## src/rtl/bram_bist.sv

```systemverilog
// bram_bist: write/readback self-test driver for the single-port block RAM (BRAM_BIST_INVERT_PASS_EN adds an inverted-data second pass).
// Latency: done pulses 2N+2 cycles after the accepted start (4N+3 with the inverted pass).
// Backpressure: none; the RAM is driven every cycle and start is ignored while busy.
module bram_bist #(
    parameter int abits  = 8,
    parameter int dbytes = 4,
    parameter int blen   = 8
) (
    input  logic                    clk,
    input  logic                    rst_n,
    input  logic                    start,
    input  logic [blen-1:0]         seed,
    output logic                    busy,
    output logic                    done,
    output logic                    pass,
    output logic [abits+1:0]        err_count,
    output logic [abits-1:0]        first_err_addr,
    output logic [dbytes-1:0]       ram_we,
    output logic [abits-1:0]        ram_addr,
    output logic [dbytes*blen-1:0]  ram_wdata,
    input  logic [dbytes*blen-1:0]  ram_rdata
);
    localparam int dbits = dbytes * blen;

    typedef enum logic [2:0] {
        IDLE,
        WRITE,
        READ,
        DRAIN,
        DONE
    } state_t;

    state_t             state, state_nx;
    logic [abits-1:0]   cnt, cnt_nx;
    logic [blen-1:0]    seed_q, seed_nx;
    logic               inv_q, inv_nx;
    logic               cmp_vld, cmp_vld_nx;
    logic [abits-1:0]   cmp_addr, cmp_addr_nx;
    logic               cmp_inv, cmp_inv_nx;
    logic               mism;

    logic               busy_nx, done_nx, pass_nx;
    logic [abits+1:0]   err_nx;
    logic [abits-1:0]   ferr_nx;
    logic [dbytes-1:0]  we_nx;
    logic [abits-1:0]   addr_nx;
    logic [dbits-1:0]   wdata_nx;

    // Byte i of the word is (a + seed + i) mod 2^blen, optionally inverted.
    function automatic logic [dbits-1:0] pattern(input logic [abits-1:0] a,
                                                 input logic [blen-1:0]  s,
                                                 input logic             inv);
        logic [blen-1:0]  ab;
        logic [dbits-1:0] w;
        ab = blen'(a);
        w  = '0;
        for (int i = 0; i < dbytes; i++)
            w[i*blen +: blen] = ab + s + blen'(i);
        return inv ? ~w : w;
    endfunction

    // Read data arrives one cycle after the address, so the compare uses the delayed address.
    assign mism = cmp_vld && (ram_rdata != pattern(cmp_addr, seed_q, cmp_inv));

    always_comb begin
        state_nx    = state;
        cnt_nx      = cnt;
        seed_nx     = seed_q;
        inv_nx      = inv_q;
        cmp_vld_nx  = 1'b0;
        cmp_addr_nx = cnt;
        cmp_inv_nx  = inv_q;
        busy_nx     = 1'b0;
        done_nx     = 1'b0;
        pass_nx     = pass;
        err_nx      = err_count;
        ferr_nx     = first_err_addr;
        we_nx       = '0;
        addr_nx     = '0;
        wdata_nx    = '0;

        if (mism) begin
            err_nx = err_count + 1'b1;
            if (err_count == '0)
                ferr_nx = cmp_addr;
        end

        case (state)
            IDLE: begin
                if (start) begin
                    state_nx = WRITE;
                    cnt_nx   = '0;
                    seed_nx  = seed;
                    inv_nx   = 1'b0;
                    err_nx   = '0;
                    ferr_nx  = '0;
                    pass_nx  = 1'b0;
                    busy_nx  = 1'b1;
                    we_nx    = '1;
                    wdata_nx = pattern('0, seed, 1'b0);
                end
            end
            WRITE: begin
                busy_nx = 1'b1;
                if (cnt == '1) begin
                    state_nx = READ;
                    cnt_nx   = '0;
                end else begin
                    cnt_nx   = cnt + 1'b1;
                    we_nx    = '1;
                    addr_nx  = cnt + 1'b1;
                    wdata_nx = pattern(cnt + 1'b1, seed_q, inv_q);
                end
            end
            READ: begin
                busy_nx    = 1'b1;
                cmp_vld_nx = 1'b1;
                if (cnt == '1) begin
                    state_nx = DRAIN;
                    cnt_nx   = '0;
                end else begin
                    cnt_nx  = cnt + 1'b1;
                    addr_nx = cnt + 1'b1;
                end
            end
            DRAIN: begin
`ifdef BRAM_BIST_INVERT_PASS_EN
                if (!inv_q) begin
                    state_nx = WRITE;
                    cnt_nx   = '0;
                    inv_nx   = 1'b1;
                    busy_nx  = 1'b1;
                    we_nx    = '1;
                    wdata_nx = pattern('0, seed_q, 1'b1);
                end else begin
                    state_nx = DONE;
                    done_nx  = 1'b1;
                    pass_nx  = (err_nx == '0);
                end
`else
                state_nx = DONE;
                done_nx  = 1'b1;
                pass_nx  = (err_nx == '0);
`endif
            end
            DONE: begin
                state_nx = IDLE;
            end
            default: begin
                state_nx = IDLE;
            end
        endcase
    end

    always_ff @(posedge clk or negedge rst_n) begin
        if (!rst_n) begin
            state          <= IDLE;
            cnt            <= '0;
            seed_q         <= '0;
            inv_q          <= 1'b0;
            cmp_vld        <= 1'b0;
            cmp_addr       <= '0;
            cmp_inv        <= 1'b0;
            busy           <= 1'b0;
            done           <= 1'b0;
            pass           <= 1'b0;
            err_count      <= '0;
            first_err_addr <= '0;
            ram_we         <= '0;
            ram_addr       <= '0;
            ram_wdata      <= '0;
        end else begin
            state          <= state_nx;
            cnt            <= cnt_nx;
            seed_q         <= seed_nx;
            inv_q          <= inv_nx;
            cmp_vld        <= cmp_vld_nx;
            cmp_addr       <= cmp_addr_nx;
            cmp_inv        <= cmp_inv_nx;
            busy           <= busy_nx;
            done           <= done_nx;
            pass           <= pass_nx;
            err_count      <= err_nx;
            first_err_addr <= ferr_nx;
            ram_we         <= we_nx;
            ram_addr       <= addr_nx;
            ram_wdata      <= wdata_nx;
        end
    end

endmodule

```

## config.mk

```make
export PLATFORM = sky130hd
export DESIGN_NAME = bram_bist
export DESIGN_NICKNAME = d
export VERILOG_FILES = /design/src/rtl/bram_bist.sv
export SDC_FILE = /design/constraint.sdc
export NUM_CORES = 1
export LEC_CHECK = 0
export ABC_CLOCK_PERIOD_IN_PS = 8400
export CORE_AREA = 4 4 119 121
export DETAILED_ROUTE_END_ITERATION = 12
export DIE_AREA = 0 0 123 125
export PLACE_DENSITY_LB_ADDON = 0.2
export SLEW_MARGIN = 20
export SYNTH_ARGS = -nofsm -noshare
export SYNTH_HDL_FRONTEND = slang
export SYNTH_SLANG_ARGS = --single-unit
export TNS_END_PERCENT = 50
```

## constraint.sdc

```tcl
create_clock -name clk -period 8.4 [get_ports clk]
set_clock_uncertainty 0.2 [all_clocks]
set_input_delay 0.84 -clock clk [delete_from_list [all_inputs] [get_ports clk]]
set_output_delay 0.84 -clock clk [all_outputs]
set_load 0.1 [all_outputs]
```

==> results.py <==
metrics = {
    "logic_synthesis": {
        "netlist_top_cells_count": "88 x dfrtp_1, 62 x nand2_1, 54 x nor2_1",
        "yosysMostFrequentCell": "dfrtp_1",
        "async_flop_share": 1.00,
        "netlist_instances": 620,
        "yosysUniqueCellTypes": 74,
        "ys_seq_area_frac": 0.379,
        "yosys_warnings": 0,
        "synth_nets": 694,
        "yosys.area.top_type": "dfrtp_1",
        "ys_ff_latch": 88,
        "syn-mean-instance-area_um2": 9.37,
        "synth_area_leaders": "dfrtp_1 38%, xnor2_1 7.1%, ha_1 6.2%",
        "synth_edf_count": 0,
        "synth_flop_cell": "dfrtp_1",
        "netlist.area_leader.share": 0.379,
        "syn_area_um2": 5810,
    },
    "routing": {
        "vias": 4824,
        "wirelength_um": 15000,
        "vias_per_cell": 5.45,
        "wire_per_inst_um": 16.9,
        "first_iter_violations": 375,
        "drt_first_pass_iters": 4,
        "drc": 0,
        "drtAntennaViolNets": 0,
    },
    "placed_design": {
        "dp_hpwl_um": 11100,
        "routabilityCongestion": 0.873,
        "port_buffers": 107,
    },
    "cells_and_area": {
        "nFillCells": 1151,
        "final_util": 0.555,
        "diodes": 0,
        "regArea_um2": 2200,
        "multiInputGateArea_um2": 3340,
        "final_nets": 778,
        "layout-drive-gt1-share": 0.0592,
        "area_delta_synth_final_pct": 25.1,
    },
    "min_path": {
        "min-delay-start": "cmp_addr_nx[7]",
        "whs_path_depth": 0,
        "hold_end": "cmp_addr[7]",
        "hp-class": "reg2reg",
    },
    "setup_path": {
        "crit_chain": "ha_1, inv_1, fa_1, inv_1, ha_1, xor2_1, nor4_1, a41oi_1, nor4_1, nand4_1, a2111oi_4, nand4b_4, o211ai_4, o31a_1, o2111ai_1, a21oi_1",
        "critPathSlowestCell": "fa_1",
        "critical_path.max_stage_delay_ps": 760,
        "cp_max_fo": 11,
        "end_kind": "flop",
        "cp_top_family": "adder cells",
        "critPathKind": "reg2reg",
        "worst-path-buf-inv": 2,
        "cp.arrival_ps": 4680,
        "worstReg2RegEnd": "pass",
        "startpoint_type": "flop",
        "reg2reg_slack_ps": 3790,
        "cp_data_required_time_ps": 8470,
        "reg2reg_depth": 16,
        "rr_startpoint": "seed_q[0]",
    },
    "sta": {
        "fmax_mhz": 217,
        "grt_setup_unrepaired": "false",
        "period_needed_ps": 4610,
        "tightestPinTransition_ps": 999,
        "tns_ps": 0,
        "setup_viol": 0,
        "finalHoldViolations": 0,
        "hold_ws_ps": 267,
        "drv_slew": 0,
        "timing.final.crit_share": 0.549,
        "max_slew_margin": 0.329,
    },
    "floorplan": {
        "row_count": 42,
        "pin_count": 108,
        "die_area_um2": 15400,
        "die_w_um": 123,
        "start_util": 0.444,
        "coreArea_um2": 13100,
        "die_h_um": 125,
    },
    "clock_network": {
        "post_cts.repair.setup_buffers": 0,
        "cts_root_buf": "clkbuf_16",
        "cts_tree": "built",
        "cts_sinks": 88,
        "h-tree-depth": 3,
        "clk_pin_slew_worst_paths_ps": 70,
        "ctsHoldBuffers": 0,
        "clock_path_buffers": 2,
        "post_cts_resized": 0,
        "clk_latency_ps": 350,
        "cts_inserted_buffers": 9,
    },
    "pwr": {
        "powerDensity_nw_per_um2": 456,
        "ir_worst_vdd_uv": 398,
        "total_power_w": 0.00332,
        "leakage_nw": 3.18,
    },
    "run": {
        "maxCapViolCount": 0,
    },
    "grt": {
        "grt.overflow.total": 0,
        "grt_antenna_before_repair": 0,
        "grt.total_usage": 0.201,
        "grt_pass1_wl_um": 24900,
        "grt_pass1_vias": 5011,
        "grt_max_degree": 89,
    },
    "outcome": {
        "outcome": "complete, no violations",
    },
}
-- routing by layer --
metal  track usage  share of wire  vias to the layer above  routed length (um)
met5             0              0                        -                   0
met4        0.0580          0.012                        0                 178
met3        0.0379          0.046                       15                 690
met2         0.338           0.49                      127                7360
met1         0.263           0.45                     2340                6740
li1              -              -                     2342                   -
-- worst register-to-register path, stage by stage, from the launching register on --
cell	delay (ps)
dfrtp_1	380
ha_1	250
inv_1	80
fa_1	760
inv_1	190
ha_1	310
xor2_1	200
nor4_1	230
a41oi_1	80
nor4_1	280
nand4_1	190
a2111oi_4	410
nand4b_4	180
o211ai_4	330
o31a_1	190
o2111ai_1	110
a21oi_1	180
-- layout make-up --
cell class | instances | share of cell area
flip-flops and latches | 88 | 0.303
well taps | 176 | 0.0303
clock buffers | 9 | 0.0310
inverters | 25 | 0.0129
clock inverters | 7 | 0.0143
repair buffers | 108 | 0.149
multi-input cells | 472 | 0.460
-- power by group --
group	switching, W	internal, W
clock network	0.000175	0.000264
registers	0.0000707	0.000569
logic	0.00152	0.000716
total	0.00177	0.00155
-- sequential cells by signal, indices dropped and copies added, names as in the netlist --
name and flops:
busy 1, cmp_addr 8, pass 1, first_err_addr 8, ram_wdata 30, seed_q 8, err_count 10, cmp_addr_nx 8
ram_we 1, state 3, ram_addr 8, cmp_vld 1, done 1
-- cell usage in the layout, fill, tap and decap left out, drive strengths merged, types with 15 or more instances in the layout --
cell / synthesis / layout
a21oi: 22 / 22
clkdlybuf4s50: 0 / 106
dfrtp: 88 / 88
ha: 29 / 29
inv: 25 / 27
nand2: 62 / 62
nand3: 15 / 15
nand4: 15 / 15
nor2: 55 / 55
o22ai: 24 / 24
xnor2: 47 / 47
xor2: 31 / 31
-- how the worst max path moves through the flow --
| stage | start | endpoint | slack (ps) | cells past startpoint |
|---|---|---|---|---|
| 3_3_place_gp | seed_q[0] | pass | 3980 | 16 |
| 6_report | seed_q[0] | pass | 3790 | 16 |
| 5_1_grt | seed_q[0] | pass | 3430 | 16 |
| 4_1_cts | seed_q[0] | pass | 3800 | 16 |
| 2_1_floorplan | seed_q[0] | pass | 4300 | 17 |
| 3_5_place_dp | seed_q[0] | pass | 3850 | 16 |
-- metrics by stage --
step	area [um^2]	instances	setup slack, ps
floorplan	5810	620	4300
global placement	6930	869	3980
detailed placement	6930	869	3850
CTS	7260	885	3800
global route	7260	885	3430
finish	7260	885	3790
-- logic make-up (layout without fill, tap and decap cells) --
| kind of cell | after synthesis | in the layout | share of synthesized area |
|---|---|---|---|
| AND/OR/NAND/NOR | 234 | 234 | 0.212 |
| adder cells (fa/ha/maj) | 31 | 31 | 0.0694 |
| AO/OA/AOI/OAI | 113 | 113 | 0.144 |
| multiplexers | 15 | 15 | 0.0261 |
| flip-flops | 88 | 88 | 0.379 |
| XOR/XNOR | 79 | 79 | 0.123 |
| buffers and inverters | 60 | 149 | 0.0468 |
Power figures use the tool's default switching activity.
